**src/rtl/alu_be_comp.sv**
```systemverilog
// alu_be_comp: single-cycle ALU, branch comparator and byte-enable generator.
// All outputs are registered one edge after a valid input cycle and hold
// their values while in_valid is low. Reset is synchronous and active-low.
// Define ALU_BE_COMP_OVF_EN to add the registered signed-overflow output ovf.
module alu_be_comp (
  input  logic        clk,
  input  logic        rst,
  input  logic        in_valid,
  input  logic [31:0] src_a,
  input  logic [31:0] src_b,
  input  logic [3:0]  alu_ctrl,
  input  logic [2:0]  comp_op,
  input  logic        is_lb_sb,
  input  logic        is_lh_sh,
  output logic        out_valid,
  output logic [31:0] alu_out,
  output logic        comp_out,
  output logic [3:0]  be_out
`ifdef ALU_BE_COMP_OVF_EN
  ,
  output logic        ovf
`endif
);

  localparam int unsigned DW = 32;
  localparam int unsigned SW = 5;
  localparam int unsigned BW = 4;

  logic [DW-1:0] sum_c;
  logic [DW-1:0] diff_c;
  logic [SW-1:0] shamt_c;
  logic [DW-1:0] alu_res_c;
  logic          comp_res_c;
  logic [BW-1:0] be_res_c;
  logic          a_zero_c;

  assign sum_c    = src_a + src_b;
  assign diff_c   = src_a - src_b;
  assign shamt_c  = src_a[SW-1:0];
  assign a_zero_c = (src_a == '0);

  // ALU result selection
  always_comb begin
    alu_res_c = '0;
    case (alu_ctrl)
      4'd0:    alu_res_c = sum_c;
      4'd1:    alu_res_c = diff_c;
      4'd2:    alu_res_c = src_a & src_b;
      4'd3:    alu_res_c = src_a | src_b;
      4'd4:    alu_res_c = src_a ^ src_b;
      4'd5:    alu_res_c = ~(src_a | src_b);
      4'd6:    alu_res_c = DW'($signed(src_a) < $signed(src_b));
      4'd7:    alu_res_c = DW'(src_a < src_b);
      4'd8:    alu_res_c = src_b << shamt_c;
      4'd9:    alu_res_c = src_b >> shamt_c;
      4'd10:   alu_res_c = DW'($signed(src_b) >>> shamt_c);
      4'd11:   alu_res_c = {src_b[15:0], 16'h0000};
      4'd12:   alu_res_c = src_b;
      default: alu_res_c = '0;
    endcase
  end

  // Branch comparison; sign tests look only at operand A
  always_comb begin
    comp_res_c = 1'b0;
    case (comp_op)
      3'd0:    comp_res_c = (src_a == src_b);
      3'd1:    comp_res_c = (src_a != src_b);
      3'd2:    comp_res_c = src_a[DW-1] | a_zero_c;
      3'd3:    comp_res_c = ~src_a[DW-1] & ~a_zero_c;
      3'd4:    comp_res_c = src_a[DW-1];
      3'd5:    comp_res_c = ~src_a[DW-1];
      default: comp_res_c = 1'b0;
    endcase
  end

  // Byte enables from the low address bits of the ALU result; byte wins over halfword
  always_comb begin
    be_res_c = 4'b1111;
    if (is_lb_sb) begin
      be_res_c = 4'b0001 << alu_res_c[1:0];
    end else if (is_lh_sh) begin
      be_res_c = alu_res_c[1] ? 4'b1100 : 4'b0011;
    end
  end

`ifdef ALU_BE_COMP_OVF_EN
  logic ovf_res_c;

  // Signed overflow for add and subtract only
  always_comb begin
    ovf_res_c = 1'b0;
    if (alu_ctrl == 4'd0) begin
      ovf_res_c = (src_a[DW-1] == src_b[DW-1]) && (sum_c[DW-1] != src_a[DW-1]);
    end else if (alu_ctrl == 4'd1) begin
      ovf_res_c = (src_a[DW-1] != src_b[DW-1]) && (diff_c[DW-1] != src_a[DW-1]);
    end
  end

  // Overflow register, same hold rules as the other results
  always_ff @(posedge clk) begin
    if (!rst) begin
      ovf <= 1'b0;
    end else if (in_valid) begin
      ovf <= ovf_res_c;
    end
  end
`endif

  // Output registers: capture on valid, hold otherwise
  always_ff @(posedge clk) begin
    if (!rst) begin
      out_valid <= 1'b0;
      alu_out   <= '0;
      comp_out  <= 1'b0;
      be_out    <= '0;
    end else begin
      out_valid <= in_valid;
      if (in_valid) begin
        alu_out  <= alu_res_c;
        comp_out <= comp_res_c;
        be_out   <= be_res_c;
      end
    end
  end

endmodule

```
**config.mk**
```make
export PLATFORM = sky130hd
export DESIGN_NAME = alu_be_comp
export DESIGN_NICKNAME = d
export VERILOG_FILES = /design/src/rtl/alu_be_comp.sv
export SDC_FILE = /design/constraint.sdc
export NUM_CORES = 1
export LEC_CHECK = 0
export ABC_AREA = 0
export CORE_MARGIN = 3
export CORE_UTILIZATION = 29
export DETAILED_ROUTE_END_ITERATION = 10
export SETUP_SLACK_MARGIN = 0.05
export SYNTH_ARGS = -nofsm -noshare
export SYNTH_HDL_FRONTEND = slang
export SYNTH_SLANG_ARGS = --single-unit
```
**constraint.sdc**
```tcl
create_clock -name clk -period 4.2 [get_ports clk]
set_input_delay 0.63 -clock clk [delete_from_list [all_inputs] [get_ports clk]]
set_output_delay 0.63 -clock clk [all_outputs]
set_load 0.01 [all_outputs]
```
==> flow_summary_export.csv, run 1 <==
group,metric,value,unit
run_status,outcome,"finished clean",
grt,grt_start_max_net_pins,50,
timing,setup-violations-final,0,
drt,post_drt_wl_per_cell,32.4,µm
placed_design,dp_hpwl,57800,µm
synthesis,async_reset_ff_frac,0,
setup_path,cp_max_fo,4,
synthesis,synth_fa_ha_area_frac,0.110,
synthesis,yosysMostFrequentCell,"nor2_1",
drt,vias_per_cell,6.62,
cts,cts_num_sinks,38,
timing,tns,0,ns
synthesis,synth_compound_area_frac,0.324,
cts,clk_path_buf_depth,2,
pwr,p_total,0.00274,W
cts,cts_resized,0,
timing,rsz0062_at_grt,"no",
pwr,max-vdd-ir-drop,0.141,mV
synthesis,synthMuxAreaShare,0.169,
pwr,sw_frac_of_total,0.507,
synthesis,synth_area_per_cell,7.22,µm²
timing,tightest_slew,1.04,ns
cts,clk_latency,0.31,ns
synthesis,synth_common_cells,"nor2_1, nand2_1, a21oi_1",
floorplan,die_w,204,µm
setup_path,rr_startpoint,"alu_out[28]",
cts,numCtsBuffers,5,
synthesis,synthXorXnorAreaFrac,0.00542,
timing,slew_headroom,0.307,
cts,cts_htree_levels,2,
pwr,seq_power_share,0.151,
floorplan,dieArea,41400,µm²
drt,antenna_left,0,
synthesis,ys_seq_area_frac,0.0672,
grt,grt_usage,0.338,
drt,drc,0,
grt,grt_pass1_vias,13900,
synthesis,synth-warning-count,0,
synthesis,yosysTopAreaCell,"mux4_2",
synthesis,synth_simple_gate_area_frac,0.235,
cts,postCtsSetupBuffers,0,
synthesis,synth_top_family_by_area,"compound AO/OA/AOI/OAI gates",
timing,finalCritPeriodShare,0.909,
grt,grt_antenna_before_repair,4,
floorplan,num_rows,71,
placed_design,place_congestion,1.05,
synthesis,synth_edf_count,0,
timing,clock.fmax,262,MHz
floorplan,initial_utilization,0.298,
pwr,power_density,192,nW/µm²
grt,grt_overflow_total,0,
setup_path,worstPathCellList,"clkdlybuf4s50_1 > inv_1 > ha_1 > nor2_1 > o311ai_1 > a31oi_2 > a2111oi_2 > buf_4 > o41ai_1 > o221ai_1 > a221oi_1 > o21ai_0",
timing,finalMaxSlewViolations,0,
setup_path,cp-end-kind,"flip-flop",
cts,holdBufCountCts,0,
setup_path,crit_arrival,4.03,ns
timing,finClkSkew,0,ns
pwr,leakage,5.76,nW
synthesis,synth-seq-cells,38,
timing,hold_violations,0,
flow_run,cap_violations,0,
synthesis,synth.area.top_cells,"mux4_2, ha_1, dfxtp_1",
setup_path,max_stage_delay,0.56,ns
floorplan,coreArea,38000,µm²
synthesis,ys.flop_type,"dfxtp_1",
pwr,power.internal,0.00135,W
final_layout,areaGrowthSynthToFinish,26.6,%
synthesis,synth_cells,1567,
setup_path,r2r_end,"alu_out[28]",
floorplan,io_pins,114,
pwr,clockPowerShare,0.165,
setup_path,r2r_cells,9,
pwr,combinationalPowerShare,0.685,
cts,cts_tree,"done",
setup_path,cp-endpoint,"alu_out[17]",
drt,vias,14900,
setup_path,path_class,"in2reg",
drt,wl,72800,µm
setup_path,critPathLaunch,"src_b[1]",
timing,min_period,3.82,ns
setup_path,cp_slowest_cell,"clkdlybuf4s50_1",
grt,grt_first_pass_wirelength,102000,µm
placed_design,port_buffers,113,
cts,clk_pin_slew,0.08,ns
final_layout,nets,1907,
pwr,switchingPower,0.00139,W
drt,drtIter0Drc,2493,
synthesis,synth_cell_types,91,
cts,cts_root_buf,"clkbuf_16",
synthesis,yosysTopAreaCellShare,0.129,
synthesis,mappedNetlistArea,11300,µm²
setup_path,worstSetupStartpointType,"input pin",
synthesis,syn_nets,1741,
floorplan,dieHeight,204,µm
setup_path,required,4.41,ns
hold_path,hold_path.class,"reg2reg",
final_layout,drive_above_1_share,0.176,
drt,drtPass1Iterations,8,
setup_path,r2r_slack,2.12,ns
==> placed cells by master (no fill, tap or decap), drive strengths merged, types with 11 or more instances in the layout <==
cell	instances
a211oi	23
dfxtp	38
ha	96
a211o	11
nor2	164
a31oi	22
a21oi	114
or3	13
and2	11
nor3	45
a221o	15
buf	193
nand3	49
nand2	132
o21bai	12
o221ai	11
inv	104
clkdlybuf4s50	109
nand4	22
mux4	65
a21o	15
o211ai	20
mux2i	37
a22o	18
nand2b	11
nor2b	13
o21ai	108
a22oi	27
a221oi	20
nor4	27
==> power by group through the flow <==
stage / logic (W) / clock network [W] / registers [W]
2_1_floorplan: 0.000965 / 0 / 0.000423
3_3_place_gp: 0.00181 / 0 / 0.000421
5_1_grt: 0.00196 / 0.000463 / 0.000416
4_1_cts: 0.00181 / 0.000456 / 0.000413
6_report: 0.00188 / 0.000451 / 0.000414
3_5_place_dp: 0.00181 / 0 / 0.000422
==> stage by stage <==
step                utilization  hold WS, ns  instances  area, µm²  setup WS (ns)
floorplan                     -        0.482       1567      11300         0.0925
global placement          0.373        0.442       2237      14200          0.108
detailed placement        0.373        0.450       2237      14200          0.140
CTS                       0.377        0.466       2245      14300          0.468
global route              0.377        0.507       2245      14300          0.196
finish                    0.377        0.456       2246      14300          0.380
==> layout make-up <==
class | count | area, µm²
Inverter | 105 | 394
Clock buffer | 6 | 139
Tap cell | 511 | 639
Fill cell | 4080 | 23700
Multi-Input combinational cell | 1281 | 9630
Timing Repair Buffer | 302 | 2750
Sequential cell | 38 | 761
Antenna cell | 1 | 2.50
Clock inverter | 2 | 12.5
==> worst min path at each step <==
stage,cells past startpoint,slack (ns),from,to
2_1_floorplan,2,0.48,alu_out[30],alu_out[30]
3_3_place_gp,2,0.44,alu_out[12],alu_out[12]
3_5_place_dp,2,0.45,alu_out[12],alu_out[12]
4_1_cts,2,0.47,alu_out[3],alu_out[3]
5_1_grt,2,0.51,alu_out[3],alu_out[3]
6_report,2,0.46,alu_out[3],alu_out[3]
==> logic make-up after synthesis <==
group                    Yosys count
buffers and inverters            248
XOR/XNOR                           7
adder cells (fa/ha/maj)           98
AO/OA/AOI/OAI                    529
multiplexers                     109
AND/OR/NAND/NOR                  538
flip-flops                        38
==> worst max-delay path: cells and delay by family <==
family / cells / cell delay, ns
adder cells (fa/ha/maj): 1 / 0.34
buffers and inverters: 3 / 0.84
AND/OR/NAND/NOR: 1 / 0.17
AO/OA/AOI/OAI: 7 / 2.04
==> per-layer routing <==
layer	routed length (µm)	global-route usage	share of wire	up-vias
met2	30700	0.509	0.42	1142
met4	4960	0.184	0.068	4
met3	8670	0.0790	0.12	235
met5	30	0	0.00041	-
li1	-	-	-	6305
met1	28400	0.448	0.39	7177
==> state kept, by name, summed over array words and instances, names as in the netlist <==
name	count
be_out	4
alu_out	32
out_valid	1
comp_out	1
Power figures use the tool's default switching activity.
==> inputs of run 2 (changes only) <==
--- a/config.mk
+++ b/config.mk
@@ -6,6 +6,7 @@
 export NUM_CORES = 1
 export LEC_CHECK = 0
 export ABC_AREA = 0
+export CAP_MARGIN = 20
 export CORE_MARGIN = 3
 export CORE_UTILIZATION = 29
 export DETAILED_ROUTE_END_ITERATION = 10
==> results of run 2 <==
Final layout, timing and power as in run 1 (identical DEF).
